[config.mk]
export PLATFORM = sky130hd
export DESIGN_NAME = multicycle_sequencer
export DESIGN_NICKNAME = d
export VERILOG_FILES = /design/src/rtl/multicycle_sequencer.sv
export SDC_FILE = /design/constraint.sdc
export NUM_CORES = 1
export LEC_CHECK = 0
export BUFFER_PORTS_ARGS = -buffer_cell sky130_fd_sc_hd__buf_2
export CAP_MARGIN = 10
export CORE_UTILIZATION = 43
export CTS_CLUSTER_SIZE = 10
export DETAILED_ROUTE_END_ITERATION = 8
export PLACE_DENSITY_LB_ADDON = 0.05
export REMOVE_ABC_BUFFERS = 1
export SLEW_MARGIN = 20
export SYNTH_ARGS = -nofsm -noshare
export SYNTH_HDL_FRONTEND = slang
export SYNTH_SLANG_ARGS = --single-unit
[constraint.sdc]
create_clock -name clk -period 2.9 [get_ports clk]
set_input_delay 0.29 -clock clk [delete_from_list [all_inputs] [get_ports clk]]
set_output_delay 0.29 -clock clk [all_outputs]
set_load 0.02 [all_outputs]
[src/rtl/multicycle_sequencer.sv]
// rtl/multicycle_sequencer.sv - LEGv8 multicycle control FSM (FETCH/DECODE/EXEC/MEM/WB/HALT)
// Optional perf counters behind `MULTICYCLE_SEQ_PERF_CNT_EN.
module multicycle_sequencer #(
  parameter int MEM_TIMEOUT = 16,
  parameter int CNT_W       = 32
) (
  input  logic             clk,
  input  logic             rst,
  input  logic [10:0]      opcode,
  input  logic             zero,
  input  logic             negative,
  input  logic             overflow,
  input  logic             mem_ready,
  output logic             ir_write,
  output logic             pc_write,
  output logic             pc_sel,
  output logic             reg_write,
  output logic             mem_read,
  output logic             mem_write,
  output logic             instr_done,
  output logic             halted,
  output logic             mem_err,
`ifdef MULTICYCLE_SEQ_PERF_CNT_EN
  output logic [CNT_W-1:0] cycle_count,
  output logic [CNT_W-1:0] instr_count,
`endif
  output logic [2:0]       state
);

  typedef enum logic [2:0] {
    S_FETCH  = 3'd0,
    S_DECODE = 3'd1,
    S_EXEC   = 3'd2,
    S_MEM    = 3'd3,
    S_WB     = 3'd4,
    S_HALT   = 3'd5
  } state_e;

  typedef enum logic [2:0] {
    C_NOP, C_ALU, C_LDUR, C_STUR, C_B, C_CBZ, C_BLT
  } class_e;

  // One spare bit lets the compare see MEM_TIMEOUT itself without wrapping.
  localparam int WAIT_W = (MEM_TIMEOUT > 1) ? $clog2(MEM_TIMEOUT + 1) : 1;
  localparam logic [WAIT_W:0] TIMEOUT_V = (WAIT_W + 1)'(MEM_TIMEOUT);

  state_e            state_q, state_d;
  class_e            class_q, class_d;
  logic [WAIT_W-1:0] wait_q, wait_d;
  logic [WAIT_W:0]   wait_inc;
  logic              halted_q, halted_d;
  logic              mem_err_q, mem_err_d;

  logic ir_c, pw_c, ps_c, rw_c, mr_c, mw_c, done_c;

  function automatic class_e decode_class(input logic [10:0] op);
    casez (op)
      11'b10101011000,
      11'b11101011000,
      11'b1001000100?,
      11'b11010011011,
      11'b11010011010: decode_class = C_ALU;
      11'b11111000010: decode_class = C_LDUR;
      11'b11111000000: decode_class = C_STUR;
      11'b000101?????: decode_class = C_B;
      11'b10110100???: decode_class = C_CBZ;
      11'b01010100???: decode_class = C_BLT;
      default:         decode_class = C_NOP;
    endcase
  endfunction

  assign wait_inc = {1'b0, wait_q} + (WAIT_W + 1)'(1);

  always_comb begin
    state_d   = state_q;
    class_d   = class_q;
    wait_d    = wait_q;
    halted_d  = halted_q;
    mem_err_d = mem_err_q;
    ir_c      = 1'b0;
    pw_c      = 1'b0;
    ps_c      = 1'b0;
    rw_c      = 1'b0;
    mr_c      = 1'b0;
    mw_c      = 1'b0;
    done_c    = 1'b0;
    case (state_q)
      S_FETCH: begin
        ir_c    = 1'b1;
        state_d = S_DECODE;
      end
      S_DECODE: begin
        class_d = decode_class(opcode);
        if (class_d == C_NOP) begin
          state_d  = S_HALT;
          halted_d = 1'b1;
        end else begin
          state_d = S_EXEC;
        end
      end
      S_EXEC: begin
        case (class_q)
          C_ALU: state_d = S_WB;
          C_LDUR, C_STUR: begin
            state_d = S_MEM;
            wait_d  = '0;
          end
          C_B, C_CBZ, C_BLT: begin
            pw_c    = 1'b1;
            done_c  = 1'b1;
            state_d = S_FETCH;
            if (class_q == C_B)        ps_c = 1'b1;
            else if (class_q == C_CBZ) ps_c = zero;
            else                       ps_c = negative ^ overflow;
          end
          default: begin
            state_d  = S_HALT;
            halted_d = 1'b1;
          end
        endcase
      end
      S_MEM: begin
        mr_c = (class_q == C_LDUR);
        mw_c = (class_q == C_STUR);
        if (mem_ready) begin
          if (class_q == C_LDUR) begin
            state_d = S_WB;
          end else begin
            pw_c    = 1'b1;
            done_c  = 1'b1;
            state_d = S_FETCH;
          end
        end else begin
          wait_d = wait_inc[WAIT_W-1:0];
          if (MEM_TIMEOUT != 0 && wait_inc == TIMEOUT_V) begin
            state_d   = S_HALT;
            halted_d  = 1'b1;
            mem_err_d = 1'b1;
          end
        end
      end
      S_WB: begin
        rw_c    = 1'b1;
        pw_c    = 1'b1;
        done_c  = 1'b1;
        state_d = S_FETCH;
      end
      S_HALT: halted_d = 1'b1;
      default: begin
        state_d  = S_HALT;
        halted_d = 1'b1;
      end
    endcase
  end

  always_ff @(posedge clk) begin
    if (rst) begin
      state_q   <= S_FETCH;
      class_q   <= C_NOP;
      wait_q    <= '0;
      halted_q  <= 1'b0;
      mem_err_q <= 1'b0;
    end else begin
      state_q   <= state_d;
      class_q   <= class_d;
      wait_q    <= wait_d;
      halted_q  <= halted_d;
      mem_err_q <= mem_err_d;
    end
  end

`ifdef MULTICYCLE_SEQ_PERF_CNT_EN
  logic [CNT_W-1:0] cycle_cnt_q, instr_cnt_q;

  always_ff @(posedge clk) begin
    if (rst) begin
      cycle_cnt_q <= '0;
      instr_cnt_q <= '0;
    end else if (state_q != S_HALT) begin
      cycle_cnt_q <= cycle_cnt_q + CNT_W'(1);
      if (done_c) instr_cnt_q <= instr_cnt_q + CNT_W'(1);
    end
  end

  assign cycle_count = cycle_cnt_q;
  assign instr_count = instr_cnt_q;
`endif

  // Reset masks every strobe so nothing is written in the cycle rst is held.
  assign ir_write   = ir_c   & ~rst;
  assign pc_write   = pw_c   & ~rst;
  assign pc_sel     = ps_c   & ~rst;
  assign reg_write  = rw_c   & ~rst;
  assign mem_read   = mr_c   & ~rst;
  assign mem_write  = mw_c   & ~rst;
  assign instr_done = done_c & ~rst;
  assign halted     = halted_q;
  assign mem_err    = mem_err_q;
  assign state      = state_q;

endmodule

==> flow_metrics.py, run 1 <==
metrics = {
    "floorplan": {
        "die_area_sq_mm": 0.00258,
        "die_w_um": 50.8,
        "die_h_um": 50.8,
        "fp-row-count": 17,
        "core-area_sq_mm": 0.00223,
        "num_io_pins": 29,
        "start_util_pct": 45.8,
    },
    "timing": {
        "fin_ws_ns": 0.794,
        "tightest_slew_ns": 0.611,
        "max_slew_margin_pct": 59.2,
        "fin_setup_tns_ns": 0,
        "clock_skew_ns": 0.00384,
        "max_freq_mhz": 475,
        "slew_viol_final": 0,
        "fin_crit_sh_pct": 72.6,
        "holdWs_ns": 0.377,
        "rsz0062_at_grt": "no",
        "final_hold_viol_count": 0,
        "period_needed_ns": 2.11,
        "setup_viol_count_final": 0,
    },
    "critical_path": {
        "reg2reg_from": "state[0]$_SDFFE_PP0P_",
        "r2r.worst_path.cells": 4,
        "crit_type": "register to output port",
        "max_stage_delay_ns": 0.50,
        "ff2ff_setup_slack_ns": 0.98,
        "required_ns": 2.61,
        "endpoint_kind": "output port",
        "crit_path_end": "pc_write",
        "cp_slowest_cell": "dfxtp_1",
        "cp_max_fo": 9,
        "critical_path_arrival_ns": 1.82,
        "crit_chain": "inv_1, ha_1, a21o_1, a21oi_1, o32a_1, nor2_1, buf_2",
        "r2r-end": "wait_q[4]$_SDFFE_PP0P_",
        "startpoint": "class_q[1]$_SDFFE_PP0N_",
        "crit_path_start_kind": "register",
    },
    "synth": {
        "syn_inst": 136,
        "synth.avg_cell_area_sq_um": 7.52,
        "synth_area_sq_mm": 0.00102,
        "ys_types": 47,
        "async_reset_ff_share_pct": 0,
        "synth_edf_count": 0,
        "yosys.area.top_type": "dfxtp_1",
        "synth-seq-cells": 13,
        "yosysWarnings": 0,
        "ys.flop_type": "dfxtp_1",
        "synthMostInstantiatedCell": "nor2_1",
        "ys_top_cells_by_count": "nor2_1 (20), a21oi_1 (16), dfxtp_1 (13)",
        "netlist.area_leader.share_pct": 25.5,
        "ys_seq_area_share_pct": 25.5,
        "synth_area_leaders": "dfxtp_1 (25%), a21oi_1 (7.8%), nor2_1 (7.3%)",
    },
    "grt": {
        "grt_use_total_pct": 22.6,
        "globalRouteOverflowTotal": 0,
        "grt_pass1_vias": 1003,
        "grt_max_degree": 19,
        "grt_pass1_wl_mm": 4.43,
        "antenna_found_initial": 0,
    },
    "placed_design": {
        "place_inst": 185,
        "post-dp-hpwl_mm": 1.89,
        "numPortBuffers": 28,
        "pre_cts_ws_ns": 1.01,
        "place_congestion": 0.798,
    },
    "cells_and_area": {
        "final_cells": 189,
        "multi_input_area_sq_um": 717,
        "regArea_sq_um": 260,
        "num_antenna_cells": 0,
        "final_net_count": 182,
        "fillCellCount": 246,
        "drive_above_1_share_pct": 23.6,
        "syn2layout_area_growth_pct": 16.8,
    },
    "clock_tree": {
        "clk_path_buf_depth": 2,
        "clock_latency_ns": 0.28,
        "path_clk_slew_ns": 0.08,
        "ctsResizeCount": 0,
        "cts_buffers": 3,
        "cts_tree": "yes",
        "ctsRootBufferMaster": "clkbuf_4",
        "cts_setup_buffers": 0,
        "cts_sinks": 13,
        "cts_hold_buffers": 0,
        "htreeDepth": 1,
    },
    "min_path": {
        "min_path_type": "input pin to register",
    },
    "pwr": {
        "p_leak_nw": 0.480,
        "power.density_mw_per_mm2": 614,
        "vdd_ir_drop_max_mv": 0.358,
    },
    "outcome": {
        "status": "finished, final reports clean",
    },
    "route": {
        "firstDrtPassIters": 4,
        "wirelength_mm": 2.50,
        "antenna_left": 0,
        "vias_per_cell": 5.89,
        "drtIter0Drc": 19,
        "post-route-drc-count": 0,
        "wl_per_cell_um": 13.2,
        "vias": 1113,
    },
    "job": {
        "maxCapViolCount": 0,
    },
}
[final cells by class]
class | instances | area share (%)
clock buffer | 4 | 2.20
inverter | 4 | 1.26
multi-input combinational | 112 | 60.1
sequential | 13 | 21.8
tap | 28 | 2.94
timing repair buffer | 28 | 11.7
[layer usage]
layer  global-route usage [%]  up-vias  wire (um)
met1                     28.2      521       1180
li1                         -      559          -
met2                     39.3       28       1190
met3                     4.55        5        105
met4                     6.02        0         25
met5                        0        -          0
[registers in the layout, summed over array words and instances, names as in the netlist]
| signal | count |
|---|---|
| class_q | 3 |
| halted | 1 |
| mem_err | 1 |
| state | 3 |
| wait_q | 5 |
[placed cells by master, fill, tap and decap left out, types with 2 or more instances in the layout]
cell      instances
mux2i_1           2
a211oi_1          2
clkbuf_4          3
inv_1             4
a21o_1            2
nor2b_1           6
nand3b_1          2
nand4b_1          3
nand2_1           5
buf_2            28
nor4_1            4
o31ai_1           3
dfxtp_1          13
nor3_1            6
a21oi_1          16
o21ai_0           4
nor2_1           20
or4b_1            2
nand2b_1          4
ha_1              3
nand3_1           3
[kinds of logic after synthesis]
family / synth area share, %
buffers and inverters: 4.41
XOR/XNOR: 0.857
multiplexers: 1.96
AND/OR/NAND/NOR: 38.1
AO/OA/AOI/OAI: 25.6
adder cells (fa/ha/maj): 3.67
flip-flops: 25.5
[report_power, final]
part / switching (mW) / total [mW] / internal (mW)
sequential: 0.0902 / 0.301 / 0.211
clock: 0.0617 / 0.115 / 0.0534
combinational: 0.175 / 0.316 / 0.141
[metrics by stage]
| stage | total power, mW | utilization, % | cell area, sq um |
|---|---|---|---|
| 3_5_place_dp | 0.621 | 52.3 | 1170 |
| 4_1_cts | 0.736 | 53.4 | 1190 |
| 6_report | 0.732 | 53.4 | 1190 |
| 3_3_place_gp | 0.619 | 52.3 | 1170 |
| 5_1_grt | 0.803 | 53.4 | 1190 |
| 2_1_floorplan | 0.521 | - | 992 |
[how the worst min path moves through the flow]
stage	startpoint	endpoint	cells after the start
2_1_floorplan	rst	state[1]$_SDFFE_PP0P_	1
3_3_place_gp	mem_err$_SDFFE_PP0P_	mem_err$_SDFFE_PP0P_	2
3_5_place_dp	mem_err$_SDFFE_PP0P_	mem_err$_SDFFE_PP0P_	2
4_1_cts	rst	wait_q[0]$_SDFFE_PP0P_	2
5_1_grt	rst	class_q[2]$_SDFFE_PP0N_	2
6_report	rst	wait_q[0]$_SDFFE_PP0P_	2
[worst max-delay path, delay by kind of cell (launching register included)]
family	cells	cell delay, ns
DFF	1	0.50
AOI/OAI and AO/OA	3	0.46
buffers and inverters	2	0.30
adders and majority gates	1	0.25
and+or+nand+nor	1	0.04
No activity file was read; power rests on OpenSTA's default activity.
==> inputs of run 2 (changes only) <==
Settings changed: ABC_AREA set to 1.
Clock period 2.9 ns to 1.81 ns, I/O delays scaled along.
==> run 2 against run 1 <==
Sequential cell count is the same. Die area grew 3.3%. Design area grew 6.6%. Global-route usage shrank 1.3 points. Clock power grew 58%. Sequential share of layout area shrank 0.86 points. Critical path depth is the same. Core utilization grew 3.0 points. Register-to-register slack lost 0.57 ns. Clock skew grew 0.00059 ns. Synthesized cell count grew 28%. Sequential power grew 11%.
==> flow_metrics.py, run 2 <==
metrics = {
    "synth": {
        "yosysWarnings": 0,
        "ys_seq_area_share_pct": 24.6,
        "synth_area_sq_mm": 0.00106,
        "async_reset_ff_share_pct": 0,
        "yosys.area.top_type": "dfxtp_1",
        "synth.avg_cell_area_sq_um": 6.08,
        "synthMostInstantiatedCell": "nand2_1",
        "synth-seq-cells": 13,
        "ys.flop_type": "dfxtp_1",
        "syn_inst": 174,
        "synth_area_leaders": "dfxtp_1 (25%), nand2_1 (14%), inv_1 (10%)",
        "synth_edf_count": 0,
        "ys_top_cells_by_count": "nand2_1 (39), inv_1 (29), nor2_1 (24)",
        "ys_types": 32,
        "netlist.area_leader.share_pct": 24.6,
    },
    "critical_path": {
        "critical_path_arrival_ns": 1.54,
        "ff2ff_setup_slack_ns": 0.41,
        "required_ns": 1.63,
        "endpoint_kind": "output port",
        "cp_max_fo": 5,
        "r2r-end": "state[1]$_SDFFE_PP0P_",
        "reg2reg_from": "wait_q[0]$_SDFFE_PP0P_",
        "crit_path_start_kind": "register",
        "r2r.worst_path.cells": 10,
        "crit_type": "register to output port",
    },
    "route": {
        "post-route-drc-count": 0,
        "antenna_left": 0,
        "firstDrtPassIters": 4,
        "vias": 1184,
        "drtIter0Drc": 12,
        "wirelength_mm": 2.54,
        "wl_per_cell_um": 10.8,
        "vias_per_cell": 5.06,
    },
    "cells_and_area": {
        "final_common_cell": "nand2_1",
        "final_util_pct": 56.4,
        "top_register": "wait_q",
        "num_antenna_cells": 0,
        "largest_register_ff_count": 5,
        "syn2layout_area_growth_pct": 20.4,
        "final_cells": 234,
        "drive_above_1_share_pct": 27.2,
        "final_net_count": 227,
        "most-common-layout-cells": "nand2_1 (38), inv_1 (29), buf_2 (28), nor2_1 (24)",
    },
    "clock_tree": {
        "path_clk_slew_ns": 0.08,
        "clock_latency_ns": 0.28,
        "ctsRootBufferMaster": "clkbuf_4",
        "cts_sinks": 13,
        "htreeDepth": 1,
        "cts_tree": "yes",
        "cts_buffers": 3,
        "clk_path_buf_depth": 2,
    },
    "floorplan": {
        "die_area_sq_mm": 0.00266,
        "start_util_pct": 46.9,
        "core-area_sq_mm": 0.00225,
        "die_w_um": 51.6,
        "fp-row-count": 17,
        "die_h_um": 51.6,
        "num_io_pins": 29,
    },
    "grt": {
        "grt_max_degree": 11,
        "grt_use_total_pct": 21.4,
        "grt_pass1_wl_mm": 4.23,
        "antenna_found_initial": 0,
        "grt_pass1_vias": 1042,
        "globalRouteOverflowTotal": 0,
    },
    "pwr": {
        "vdd_ir_drop_max_mv": 0.334,
        "p_leak_nw": 0.648,
        "power.density_mw_per_mm2": 590,
    },
    "placed_design": {
        "post-dp-hpwl_mm": 2.03,
        "place_congestion": 0.931,
        "place_inst": 228,
        "numPortBuffers": 28,
        "pre_cts_ws_ns": 0.309,
    },
    "timing": {
        "holdWs_ns": 0.208,
        "setup_viol_count_final": 0,
        "fin_crit_sh_pct": 94.8,
        "tightest_slew_ns": 0.519,
        "period_needed_ns": 1.72,
        "final_hold_viol_count": 0,
        "fin_setup_tns_ns": 0,
        "max_slew_margin_pct": 65.2,
        "clock_skew_ns": 0.00443,
        "fin_ws_ns": 0.0940,
        "slew_viol_final": 0,
        "max_freq_mhz": 583,
        "rsz0062_at_grt": "no",
    },
    "min_path": {
        "min_path_type": "input pin to register",
        "hold_depth": 2,
        "whs_endpoint": "halted$_SDFFE_PP0P_",
        "worstHoldStart": "rst",
    },
    "job": {
        "maxCapViolCount": 0,
    },
    "outcome": {
        "status": "finished, final reports clean",
    },
}
run 2: what timing repair did:
| action | in CTS | in global routing |
|---|---|---|
| buffers inserted | 0 | 2 |
| resized for setup | 1 | 5 |
| endpoints found under the setup margin | 1 | 4 |
| hold buffers | 0 | 0 |
| pin swaps | 0 | 0 |
run 2: critical path: stages, from the launching register on:
cell and delay [ns]:
dfxtp_4 0.37, inv_4 0.06, ha_1 0.14, inv_1 0.04, nand2_1 0.08, nand2_2 0.07
a2111oi_2 0.27, buf_2 0.22
run 2: cell families after synthesis:
| logic type | share of synthesized area (%) |
|---|---|
| AND/OR/NAND/NOR | 42.0 |
| buffers and inverters | 13.3 |
| AO/OA/AOI/OAI | 14.9 |
| flip-flops | 24.6 |
| adder cells (fa/ha/maj) | 3.55 |
| XOR/XNOR | 1.66 |
run 2: how the worst max path moves through the flow:
stage	endpoint	from	slack, ns	depth (start not counted)
after floorplan	instr_done	state[1]$_SDFFE_PP0P_	0.12	4
after global placement	pc_sel	class_q[1]$_SDFFE_PP0N_	0.40	7
after detailed placement	pc_sel	class_q[1]$_SDFFE_PP0N_	0.31	7
after CTS	pc_sel	class_q[2]$_SDFFE_PP0N_	0.02	6
after global routing	mem_read	state[2]$_SDFFE_PP0P_	0.005	6
final	pc_sel	class_q[1]$_SDFFE_PP0N_	0.09	7
run 2: routing by layer:
metal  vias to the layer above  track usage, %  part of all wire, %
met5                         -               0                    0
met4                         0            14.0                  3.1
met3                        10            2.92                  4.4
li1                        622               -                    -
met1                       516            25.0                   46
met2                        36            36.1                   46
run 2: area by class of cell:
class	count	area, sq um
Fill cell	230	982
Sequential cell	13	267
Timing Repair Buffer	30	155
Tap cell	28	35.0
Clock buffer	4	26.3
Inverter	34	130
Multi-Input combinational cell	125	659
run 2: metrics by stage:
stage / area (sq um) / power, mW
after floorplan: 1040 / 0.483
after global placement: 1220 / 0.553
after detailed placement: 1220 / 0.559
after CTS: 1250 / 0.743
after global routing: 1270 / 0.800
final: 1270 / 0.751
run 2: power breakdown:
group / internal [mW] / switching [mW] / total [mW]
Combinational: 0.0882 / 0.147 / 0.235
Sequential: 0.307 / 0.0267 / 0.334
Clock: 0.0855 / 0.0963 / 0.182
Total: 0.481 / 0.270 / 0.751
